===== config.mk =====
export PLATFORM = sky130hd
export DESIGN_NAME = gmii_gtp_gearbox_flat
export DESIGN_NICKNAME = d
export VERILOG_FILES = /design/src/rtl/gmii_gtp_gearbox_if.sv /design/src/rtl/gmii_gtp_gearbox.sv /design/src/flat_wrapper.sv
export SDC_FILE = /design/constraint.sdc
export NUM_CORES = 1
export LEC_CHECK = 0
export ABC_AREA = 1
export CAP_MARGIN = 20
export CORE_UTILIZATION = 46
export CTS_CLUSTER_DIAMETER = 80
export DETAILED_ROUTE_END_ITERATION = 12
export PLACE_DENSITY = 0.76
export SLEW_MARGIN = 20
export SYNTH_ARGS = -nofsm -noshare
export SYNTH_HDL_FRONTEND = slang
export SYNTH_SLANG_ARGS = --single-unit
export TNS_END_PERCENT = 1

===== constraint.sdc =====
create_clock -name clk -period 1.76 [get_ports clk]
set_clock_uncertainty 0.1 [all_clocks]
set_input_delay 0.352 -clock clk [delete_from_list [all_inputs] [get_ports clk]]
set_output_delay 0.352 -clock clk [all_outputs]
set_load 0.02 [all_outputs]

===== src/rtl/gmii_gtp_gearbox_if.sv =====
// GMII/GTP gearbox bus bundle.
// slave side is the gearbox, master side feeds it.
interface gmii_gtp_gearbox_if #(
  parameter int DW = 10
);
  logic [DW-1:0]   gmii_txd;
  logic [2*DW-1:0] gtp_txd;
  logic            gtp_tx_stb;
  logic [2*DW-1:0] gtp_rxd;
  logic            gtp_rx_stb;
  logic [DW-1:0]   gmii_rxd;
  logic            gmii_rx_valid;
  logic            rx_overrun;
  logic [7:0]      rx_overrun_cnt;

  modport master (
    output gmii_txd, gtp_rxd, gtp_rx_stb,
    input  gtp_txd, gtp_tx_stb,
    input  gmii_rxd, gmii_rx_valid,
    input  rx_overrun, rx_overrun_cnt
  );

  modport slave (
    input  gmii_txd, gtp_rxd, gtp_rx_stb,
    output gtp_txd, gtp_tx_stb,
    output gmii_rxd, gmii_rx_valid,
    output rx_overrun, rx_overrun_cnt
  );
endinterface


===== src/rtl/gmii_gtp_gearbox.sv =====
// 1:2 / 2:1 gearbox between GMII symbols and GTP words.
// GMII_GTP_LOOPBACK_EN adds an internal TX->RX loopback select.
module gmii_gtp_gearbox #(
  parameter int DW = 10
) (
  input  logic                  clk,
  input  logic                  rst_n,
`ifdef GMII_GTP_LOOPBACK_EN
  input  logic                  loopback,
`endif
  gmii_gtp_gearbox_if.slave     bus
);

  logic            tx_phase;
  logic [DW-1:0]   tx_lo;
  logic [DW-1:0]   rx_hi;
  logic            rx_pending;
  logic [2*DW-1:0] rx_word;
  logic            rx_stb;

`ifdef GMII_GTP_LOOPBACK_EN
  logic lb_q;

  // Register the loopback select
  always_ff @(posedge clk or negedge rst_n) begin
    if (!rst_n) lb_q <= 1'b0;
    else        lb_q <= loopback;
  end

  // RX source: internal TX word or external GTP word
  always_comb begin
    rx_word = bus.gtp_rxd;
    rx_stb  = bus.gtp_rx_stb;
    if (lb_q) begin
      rx_word = bus.gtp_txd;
      rx_stb  = bus.gtp_tx_stb;
    end
  end
`else
  // RX source is always the external GTP word
  always_comb begin
    rx_word = bus.gtp_rxd;
    rx_stb  = bus.gtp_rx_stb;
  end
`endif

  // TX: hold the even symbol, emit the pair on the odd one
  always_ff @(posedge clk or negedge rst_n) begin
    if (!rst_n) begin
      tx_phase       <= 1'b0;
      tx_lo          <= '0;
      bus.gtp_txd    <= '0;
      bus.gtp_tx_stb <= 1'b0;
    end else begin
      tx_phase <= ~tx_phase;
      if (!tx_phase) begin
        tx_lo          <= bus.gmii_txd;
        bus.gtp_tx_stb <= 1'b0;
      end else begin
        bus.gtp_txd    <= {bus.gmii_txd, tx_lo};
        bus.gtp_tx_stb <= 1'b1;
      end
    end
  end

  // RX: low half at once, high half next cycle; new word wins
  always_ff @(posedge clk or negedge rst_n) begin
    if (!rst_n) begin
      rx_hi              <= '0;
      rx_pending         <= 1'b0;
      bus.gmii_rxd       <= '0;
      bus.gmii_rx_valid  <= 1'b0;
      bus.rx_overrun     <= 1'b0;
      bus.rx_overrun_cnt <= '0;
    end else begin
      bus.rx_overrun <= 1'b0;
      if (rx_stb) begin
        bus.gmii_rxd      <= rx_word[DW-1:0];
        rx_hi             <= rx_word[2*DW-1:DW];
        rx_pending        <= 1'b1;
        bus.gmii_rx_valid <= 1'b1;
        if (rx_pending) begin
          bus.rx_overrun <= 1'b1;
          if (bus.rx_overrun_cnt != 8'hFF)
            bus.rx_overrun_cnt <= bus.rx_overrun_cnt + 8'd1;
        end
      end else if (rx_pending) begin
        bus.gmii_rxd      <= rx_hi;
        rx_pending        <= 1'b0;
        bus.gmii_rx_valid <= 1'b1;
      end else begin
        bus.gmii_rx_valid <= 1'b0;
      end
    end
  end

endmodule


===== src/flat_wrapper.sv =====
// flat-port wrapper written by rule: the top's interface ports become plain ports
module gmii_gtp_gearbox_flat 
#(
  parameter int DW = 10
)
  (clk, rst_n, bus_gmii_txd, bus_gtp_rxd, bus_gtp_rx_stb, bus_gtp_txd, bus_gtp_tx_stb, bus_gmii_rxd, bus_gmii_rx_valid, bus_rx_overrun, bus_rx_overrun_cnt);
  gmii_gtp_gearbox_if #(.DW(DW)) bus_i ();
  input  logic clk;
  input  logic rst_n;
  input wire logic [$bits(bus_i.gmii_txd)-1:0] bus_gmii_txd;
  input wire logic [$bits(bus_i.gtp_rxd)-1:0] bus_gtp_rxd;
  input wire logic [$bits(bus_i.gtp_rx_stb)-1:0] bus_gtp_rx_stb;
  output wire logic [$bits(bus_i.gtp_txd)-1:0] bus_gtp_txd;
  output wire logic [$bits(bus_i.gtp_tx_stb)-1:0] bus_gtp_tx_stb;
  output wire logic [$bits(bus_i.gmii_rxd)-1:0] bus_gmii_rxd;
  output wire logic [$bits(bus_i.gmii_rx_valid)-1:0] bus_gmii_rx_valid;
  output wire logic [$bits(bus_i.rx_overrun)-1:0] bus_rx_overrun;
  output wire logic [$bits(bus_i.rx_overrun_cnt)-1:0] bus_rx_overrun_cnt;
  assign bus_i.gmii_txd = bus_gmii_txd;
  assign bus_i.gtp_rxd = bus_gtp_rxd;
  assign bus_i.gtp_rx_stb = bus_gtp_rx_stb;
  assign bus_gtp_txd = bus_i.gtp_txd;
  assign bus_gtp_tx_stb = bus_i.gtp_tx_stb;
  assign bus_gmii_rxd = bus_i.gmii_rxd;
  assign bus_gmii_rx_valid = bus_i.gmii_rx_valid;
  assign bus_rx_overrun = bus_i.rx_overrun;
  assign bus_rx_overrun_cnt = bus_i.rx_overrun_cnt;
  gmii_gtp_gearbox #(.DW(DW)) u_core (.clk(clk), .rst_n(rst_n), .bus(bus_i));
endmodule

==> metrics list, run 1 <==
- Max-cap viol count: 0
* Ordered list of cells on the worst path: clkdlybuf4s50_1
- Cells with a size suffix above 1 make up 8.03% of the layout.
- Routability-driven placement congestion ratio: 0.789
- Once the floorplan was initialized, standard cells occupied about half of the core.
* Startpoint class of the critical path: register
* Worst slack at placement: roughly 110 ps
- The final hold violation count was 0.
- Cell count after placement: 414
* Post-CTS setup-driven buffer insertion count: 0
- For this run, design rule violations remaining after detail routing come to 0.
* Worst setup path endpoint: bus_gtp_txd[6]
- Total routing resource utilization after global routing: between 10% and 20%
- Across all setup checks in the final design, the least slack found is 38.0 ps.
- Number of warnings issued by yosys: 0
- Detailed placement ended at an HPWL of 3.42 mm.
- Register area share after synthesis: 63.5%
- In the final routed layout, each cell accounts on average for 11.8 um.
- The max-slew violation count was 0.
* Max Fclk: 581 MHz
* Reg2Reg Launch Point: u_core.bus.rx_overrun_cnt[1]
- The cell area that synthesis handed to floorplanning was 2480 um^2.
- Antenna violations before repair: 0
- For this design the static power due to leakage is 1.94 nW.
* Period utilisation layout: 97.8%
- After layout, the minimum clock period comes to around 1700 ps.
- Across all register-to-register paths, the minimum setup slack is 360 ps.
- Clk Tree Root Cell: sky130_fd_sc_hd__clkbuf_8
- CP delay by family, top: buffers and inverters
- Post-route insts no fill: 431
* Maximum clock path buffer count: 2
* Number of primary I/O pins: 74
- The via count of the first global-routing pass was between 1,500 and 2,000.
- Filler instances: 419
* Die boundary height: 75.5 um
* Worst voltage drop across the vdd grid: roughly 550 uV
* RSZ-0062 raised after global routing: no
- Critical path startpoint: u_core.bus.gtp_txd[6]
* Post-detailed-routing wire length: 5.07 mm
* Area of the core: between 5000 and 6000 um^2
- The setup path with the least slack is of type reg -> out.
- The final route contains 1,953 vias.
* Crit path capture type: output port
- The flow ran to the end, and the final reports show no timing, DRC or antenna violations.
- The number of antenna diodes in the final layout is 0.
* #FFs+latches synth: 63
- After synthesis, the netlist uses 21 different library cells.
* Remaining Overflow, GRT: 0
- In this run the worst path has a maximum fanout of 2.
- Counting both buffers and inverters, the worst setup path holds a total of 1.
- When the netlist entered floorplanning its net count stood at 308.
* Total Power: 3.65 mW
* Endpoint of the worst register-to-register path: u_core.bus.rx_overrun_cnt[1]
- Transition time at the pin with the least slew margin: 327 ps
* Post-synthesis to final-layout area growth: 44.7%
* Site Rows: 26
* CTS clk-pin slew, worst paths: 70 ps
- Max-slew headroom: 78.2%
- In this run the number of cells on the critical path is 1.
- After synthesis, the cell types taking the most area are sky130_fd_sc_hd__dfrtp_1 (64%), sky130_fd_sc_hd__nand2_1 (24%), sky130_fd_sc_hd__o211ai_1 (3.0%).
- Number of iterations in the first detailed-routing pass: 4
* Worst-skew pair later-pin latency: 320 ps
* Largest area contributor in the netlist: sky130_fd_sc_hd__dfrtp_1
- The placed instances occupy a cell area of around 3300 um^2.
- The clock tree synthesis step divided the H-tree into 3 levels.
- Clock buffers created by TritonCTS: 9
- Adding up every negative setup slack in the final design gives 0 ps.
- Die Width: 75.5 um
- Once detail routing completed, the nets flagged for antenna violations numbered 0.
- Share of the synthesized area in the top cell type: 63.5%
* TritonCTS clock tree: done
* Max incr delay on CP: 610 ps
- The worst hold path belongs to the class reg -> reg.
- The die covers 5690 um^2.
- For the worst setup path, the data arrival time is about 1300 ps.
- Synthesis produced 274 cells.
- Counting cells, the worst reg-to-reg path comes to 8.
- Wire length of the first global-routing pass: 8.18 mm
* Pin count of the biggest net entering global routing: 64
- The tree built by TritonCTS fans out to 63 sinks.
- Each instance of the synthesized netlist takes up on average 9.06 um^2.
- Net count reported at finish: 390
- Slowest CP cell: sky130_fd_sc_hd__clkdlybuf4s50_1
- STA puts the critical path data required time at 1310 ps.
- Using the TritonRoute via totals, the vias-per-cell ratio works out to 4.53.
- Final Cell Area: approximately 3600 um^2
- In this run the power density over the cells is 1020 nW/um^2.
* Number of DRC violations after detailed-routing iteration 0: between 70 and 80
- IO Port Bufs: 73
* Final setup violating endpoints: 0
[how the worst min path moves through the flow]
stage / startpoint / to / slack [ps] / cells after the start
5_1_grt: u_core.rx_hi[2] / u_core.rx_hi[2] / 380 / 2
2_1_floorplan: rst_n / u_core.bus.gmii_rx_valid / -40 / 0
3_5_place_dp: rst_n / u_core.bus.gtp_txd[19] / 290 / 2
3_3_place_gp: rst_n / u_core.bus.gtp_txd[9] / 280 / 2
6_report: u_core.rx_hi[5] / u_core.rx_hi[5] / 370 / 2
4_1_cts: u_core.tx_lo[6] / u_core.bus.gtp_txd[6] / 370 / 2
[stage by stage]
step | hold WS, ps | util (%)
6_report | 365 | 69.9
5_1_grt | 378 | 69.9
4_1_cts | 371 | 68.9
3_5_place_dp | 290 | 64.8
3_3_place_gp | 284 | 64.8
2_1_floorplan | -43.6 | -
[flip-flops by register name, summed over array words and instances (netlist names)]
register / cells
u_core.bus.gtp_tx_stb: 1
u_core.rx_hi: 10
u_core.bus.gmii_rx_valid: 1
u_core.rx_pending: 1
u_core.bus.gmii_rxd: 10
u_core.tx_phase: 1
u_core.tx_lo: 10
u_core.bus.gtp_txd: 20
u_core.bus.rx_overrun_cnt: 8
u_core.bus.rx_overrun: 1
[worst min-delay path: stages, from the launching register on]
cell and delay [ps]:
sky130_fd_sc_hd__dfrtp_1 320, sky130_fd_sc_hd__nand2_1 60, sky130_fd_sc_hd__nand2_1 50
[power breakdown]
group / internal, mW / switching [mW]
clock: 0.874 / 0.519
combinational: 0.268 / 0.321
sequential: 1.57 / 0.0914
total: 2.71 / 0.931
[cells by family (layout without fill, tap and decap cells)]
kind of cell | Yosys count | in the layout | synth area share [%]
flops | 63 | 63 | 63.5
simple gates | 177 | 177 | 28.6
fa+ha+maj | 1 | 1 | 0.504
buf+inv | 19 | 106 | 3.08
compound gates | 11 | 11 | 3.23
xor+xnor | 3 | 3 | 1.06
[routing by layer]
metal	wire length, um	share of wire [%]	GRT usage [%]	vias to the layer above
met3	211	4.2	3.57	7
li1	-	-	-	1011
met4	84	1.7	10.5	0
met5	0	0	0	-
met1	2320	46	26.4	887
met2	2450	48	30.6	48
[Yosys cell counts]
cell type	instances
sky130_fd_sc_hd__inv_1	7
sky130_fd_sc_hd__nor2_1	5
sky130_fd_sc_hd__nand2_4	1
sky130_fd_sc_hd__o211ai_1	10
sky130_fd_sc_hd__buf_2	2
sky130_fd_sc_hd__nand3_1	3
sky130_fd_sc_hd__dfrtp_1	63
sky130_fd_sc_hd__xnor2_1	1
sky130_fd_sc_hd__nand2_8	1
sky130_fd_sc_hd__o21ai_0	1
sky130_fd_sc_hd__clkbuf_1	7
sky130_fd_sc_hd__ha_1	1
sky130_fd_sc_hd__nor2_4	1
sky130_fd_sc_hd__inv_2	2
sky130_fd_sc_hd__nand3b_1	1
sky130_fd_sc_hd__xor2_1	2
sky130_fd_sc_hd__nand4_1	1
sky130_fd_sc_hd__nor2_2	1
sky130_fd_sc_hd__inv_4	1
sky130_fd_sc_hd__nand2_1	162
sky130_fd_sc_hd__nand2_2	1
[layout make-up]
class	instances	area, um^2	area share (%)
clock inverters	3	65.1	1.81
well taps	70	87.6	2.44
multi-input cells	192	830	23.1
clock buffers	13	159	4.43
flip-flops and latches	63	1580	43.9
inverters	10	40.0	1.11
repair buffers	80	833	23.2
[placed cells by master, fill, tap and decap left out, types with 2 or more instances in the layout]
cell and n:
sky130_fd_sc_hd__xor2_1 2, sky130_fd_sc_hd__bufinv_16 2, sky130_fd_sc_hd__nand3_1 3, sky130_fd_sc_hd__inv_1 7
sky130_fd_sc_hd__dfrtp_1 63, sky130_fd_sc_hd__clkdlybuf4s50_1 37, sky130_fd_sc_hd__clkbuf_8 11, sky130_fd_sc_hd__dlygate4sd2_1 16
sky130_fd_sc_hd__inv_2 2, sky130_fd_sc_hd__buf_4 4, sky130_fd_sc_hd__nor2_1 5, sky130_fd_sc_hd__nand2_1 162
sky130_fd_sc_hd__clkbuf_1 2, sky130_fd_sc_hd__dlymetal6s2s_1 19, sky130_fd_sc_hd__buf_12 2, sky130_fd_sc_hd__o211ai_1 10
[timing repair]
| action | 4_1_cts | 5_1_grt |
|---|---|---|
| endpoints found under the setup margin | 16 | 19 |
| resized for setup | 16 | 19 |
| hold buffers | 1 | 0 |
| endpoints found under the hold margin | 63 | 0 |
No activity file was read; power rests on OpenSTA's default activity.
==> run 2: changes to the inputs <==
Settings changed: ABC_CLOCK_PERIOD_IN_PS set to 1760, HOLD_SLACK_MARGIN set to 0.03.
==> results of run 2 <==
Same layout as run 1: the final DEF is identical, and so are final timing and power.
==> run 3: changes to the inputs <==
Settings changed: CELL_PAD_IN_SITES_DETAIL_PLACEMENT set to 1, CELL_PAD_IN_SITES_GLOBAL_PLACEMENT set to 2, CORE_UTILIZATION 46 to 27.
==> run 3 against run 2 <==
  * Largest power group unchanged
  * Highest routed layer unchanged
  * Fmax increased by 0.92%
  * Core utilization is 29 points lower
  * Largest cell class unchanged
  * Total power decreased by 4.6%
  * Non-clock buffer count unchanged
  * Register-to-register slack lost 30 ps
  * The run now ends with DRC left
  * Sequential cell count unchanged
==> metrics list, run 3 (synthesized netlist as in run 1, its figures left out) <==
- Status: finished with violations
- Failing checks: DRC
* CP delay by family, top: buffers and inverters
- Post-route insts no fill: 469 (+8.8%)
- Clock buffers created by TritonCTS: 9 (unchanged)
- Uppermost layer routed: met4
- Final total negative setup slack: 0 ps (unchanged)
* Number of primary I/O pins: 74 (unchanged)
- The detailed-placement wirelength estimate is 4.04 mm (+18%).
- Internal power summed over all cells: 2.48 mW (-8.7%)
* Worst EP arrival: 1250 ps (-20 ps)
- The antenna diode count is 0 (unchanged).
* Filler instances: 1,050 (+150%)
- CTS clk-pin slew, worst paths: 80 ps (about the same)
* Area of the core: 8810 um^2 (+71%)
- The remaining antenna violation count came to 0 (unchanged).
* Max reg flops: 20 (unchanged)
- The wire length of the first global-routing pass was 10.3 mm (+26%).
* Post-detailed-routing wire length: 5.86 mm (+16%)
- The setup-violating endpoint count in the final report was 0 (unchanged).
* Slowest CP cell: sky130_fd_sc_hd__clkdlybuf4s50_1
- The number of antenna violations at the first check in global routing was 0 (unchanged).
- The first-iteration detailed-routing DRC count was 36 (-49%).
- The count of unresolved DRC violations after routing is 3 (+3).
* Most common cell after layout, fill and taps aside: sky130_fd_sc_hd__nand2_1
- The worst setup path is captured at an output port.
* Min-Delay Path Class: reg -> reg
- The fraction of layout cells with a size suffix above 1 is 8.59% (+0.55 points).
* Die boundary height: 97.9 um (+30%)
* Max-cap viol count: 0 (unchanged)
* Sequential cell fraction of total power: 47.9% (+2.3 points)
* Ordered list of cells on the worst path: clkdlybuf4s50_1
* CTS sink cnt: 63 (unchanged)
- Static power due to leakage: 1.79 nW (-7.5%)
* Required time of the worst setup path: 1310 ps (about the same)
* Instance area after placement: 3390 um^2 (+1.8%)
- Remaining Overflow, GRT: 0 (unchanged)
- The time the final worst path needs with I/O delays and setup came to 1710 ps (-15.6 ps).
* Max Fclk: 586 MHz (+0.92%)
* Max incr delay on CP: 590 ps (-20 ps)
* CP Buf/Inv Count: 1 (unchanged)
- The count of H-tree levels built during CTS came to 3 (unchanged).
- The actual transition at the worst max-transition pin came to 335 ps (+8.36 ps).
* RSZ-0062 raised after global routing: no
- Average wire length per cell after detail routing: 12.5 um (+6.3%)
* Cell count after placement: 452 (+9.2%)
* TritonCTS clock tree: done
- The number of nets in the layout came to 390 (unchanged).
* Sum of met2 wire segment lengths after detailed routing: 2.73 mm (+11%)
- Site Rows: 34 (+31%)
* Max-slew violation count: 0 (unchanged)
- The worst slew slack as a fraction of its limit is 77.7% (-0.56 points).
- The area of the die came to 9580 um^2 (+68%).
- Total vias in the final route: 2,021 (+3.5%)
* Post-Route M1 WL: 2.81 mm (+21%)
- The final estimated routing congestion in global placement came to 0.747 (-5.4%).
- Count of final hold-check violations: 0 (unchanged)
* Worst voltage drop across the vdd grid: 456 uV (-17%)
* Pwr dens: 978 nW/um^2 (-3.7%)
- Final Cell Area: 3560 um^2 (-0.98%)
- Crit Path Class: reg -> out
- The iteration count of the initial detailed-routing pass came to 8 (+4).
- The switching portion of total power came to 28.7% (+3.2 points).
* Number of global-route vias before repair: 2,172 (+16%)
- Worst-skew pair later-pin latency: 330 ps (about the same)
* Net Sw Power: 999 uW (+7.2%)
* Commonest non-fill, non-tap cells in the layout: sky130_fd_sc_hd__nand2_1 (162), sky130_fd_sc_hd__dfrtp_1 (63), sky130_fd_sc_hd__dlygate4sd2_1 (36)
* IO Port Bufs: 73 (unchanged)
- The fraction of power consumed by the clock network is 35.5% (-2.7 points).
- Compared with the post-synthesis result, the final layout area differs by 43.2%.
- The die width came to 97.9 um (+30%).
- The buffer depth of the longest clock path came to 2 (unchanged).
* Startpoint class of the critical path: register
- The cell sitting at the root of the clock tree is a sky130_fd_sc_hd__clkbuf_8.
- Critical Path Fanout Max: 1 (-1)
- The post-route clock period utilization is 97.0% (-0.89 points).
* WL met3: 197 um (-6.6%)
- Largest register by flop count: u_core.bus.gtp_txd
- The share of total power in combinational logic was 16.6% (+0.4 points).
- Pin count of the biggest net entering global routing: 64 (unchanged)
- The effective utilization at floorplan came to 28.2% (-20 points).
- The post-detailed-route via-to-cell ratio came to 4.31 (-4.9%).
- The total routing resource utilization after global routing is 13.8% (-5.8 points).
-- run 3: cell count changes in the layout (fill, tap and decap cells not counted), moves of 2 or more --
cell                              delta
sky130_fd_sc_hd__dlygate4sd2_1      +20
sky130_fd_sc_hd__dlymetal6s2s_1     -17
sky130_fd_sc_hd__clkdlybuf4s50_1     -3
sky130_fd_sc_hd__clkbuf_1            -2
sky130_fd_sc_hd__clkbuf_8            -2
sky130_fd_sc_hd__clkinvlp_4          +2
-- run 3: path summary, 6_finish.rpt --
check	cells after the start	to	slack, ps	startpoint
max	1	bus_gtp_tx_stb	50	u_core.bus.gtp_tx_stb
min	2	u_core.bus.gtp_txd[7]	360	u_core.tx_lo[7]
max reg2reg	8	u_core.bus.rx_overrun_cnt[3]	330	u_core.bus.rx_overrun_cnt[1]
min reg2reg	2	u_core.bus.gtp_txd[7]	360	u_core.tx_lo[7]
max in group asynchronous	3	u_core.rx_pending	830	rst_n
min in group asynchronous	3	u_core.bus.gtp_txd[14]	450	rst_n
-- run 3: routing by layer --
metal	up-vias	track usage, %
met3	9	2.72
li1	1012	-
met1	957	17.9
met5	-	0
met4	0	6.99
met2	43	22.0
-- run 3: repair_timing --
action                                 in CTS  in global routing
endpoints found under the hold margin      63                  0
setup endpoints to repair                  36                  2
hold buffers                                1                  0
gates resized for setup                    36                  2
buffers inserted                            0                  0
-- run 3: cell type report --
class	instances	area, um^2	area share, %
sequential	63	1580	44.3
timing repair buffer	80	778	21.9
multi-input combinational	192	830	23.3
clock inverter	7	72.6	2.04
inverter	10	40.0	1.13
tap	108	135	3.80
clock buffer	9	124	3.48
-- run 3: power groups by stage --
stage / sequential, mW / clock [mW] / combinational (mW)
3_5_place_dp: 1.70 / 0 / 0.651
5_1_grt: 1.69 / 1.34 / 0.642
6_report: 1.66 / 1.24 / 0.578
4_1_cts: 1.67 / 1.29 / 0.593
2_1_floorplan: 1.79 / 0 / 0.188
3_3_place_gp: 1.70 / 0 / 0.640
-- run 3: worst min-delay path, cell delays in order, from the launching register on --
cell and delay (ps):
sky130_fd_sc_hd__dfrtp_1 320, sky130_fd_sc_hd__nand2_1 60, sky130_fd_sc_hd__nand2_1 60
-- run 3: metrics by stage --
stage	worst slack, ps	util (%)	hold slack (ps)	total power, mW
CTS	0.326	40.3	369	3.55
finish	53.6	40.4	364	3.48
floorplan	315	-	-43.6	1.98
global route	11.8	40.4	389	3.67
global placement	130	38.5	295	2.34
detailed placement	56.1	38.5	294	2.35
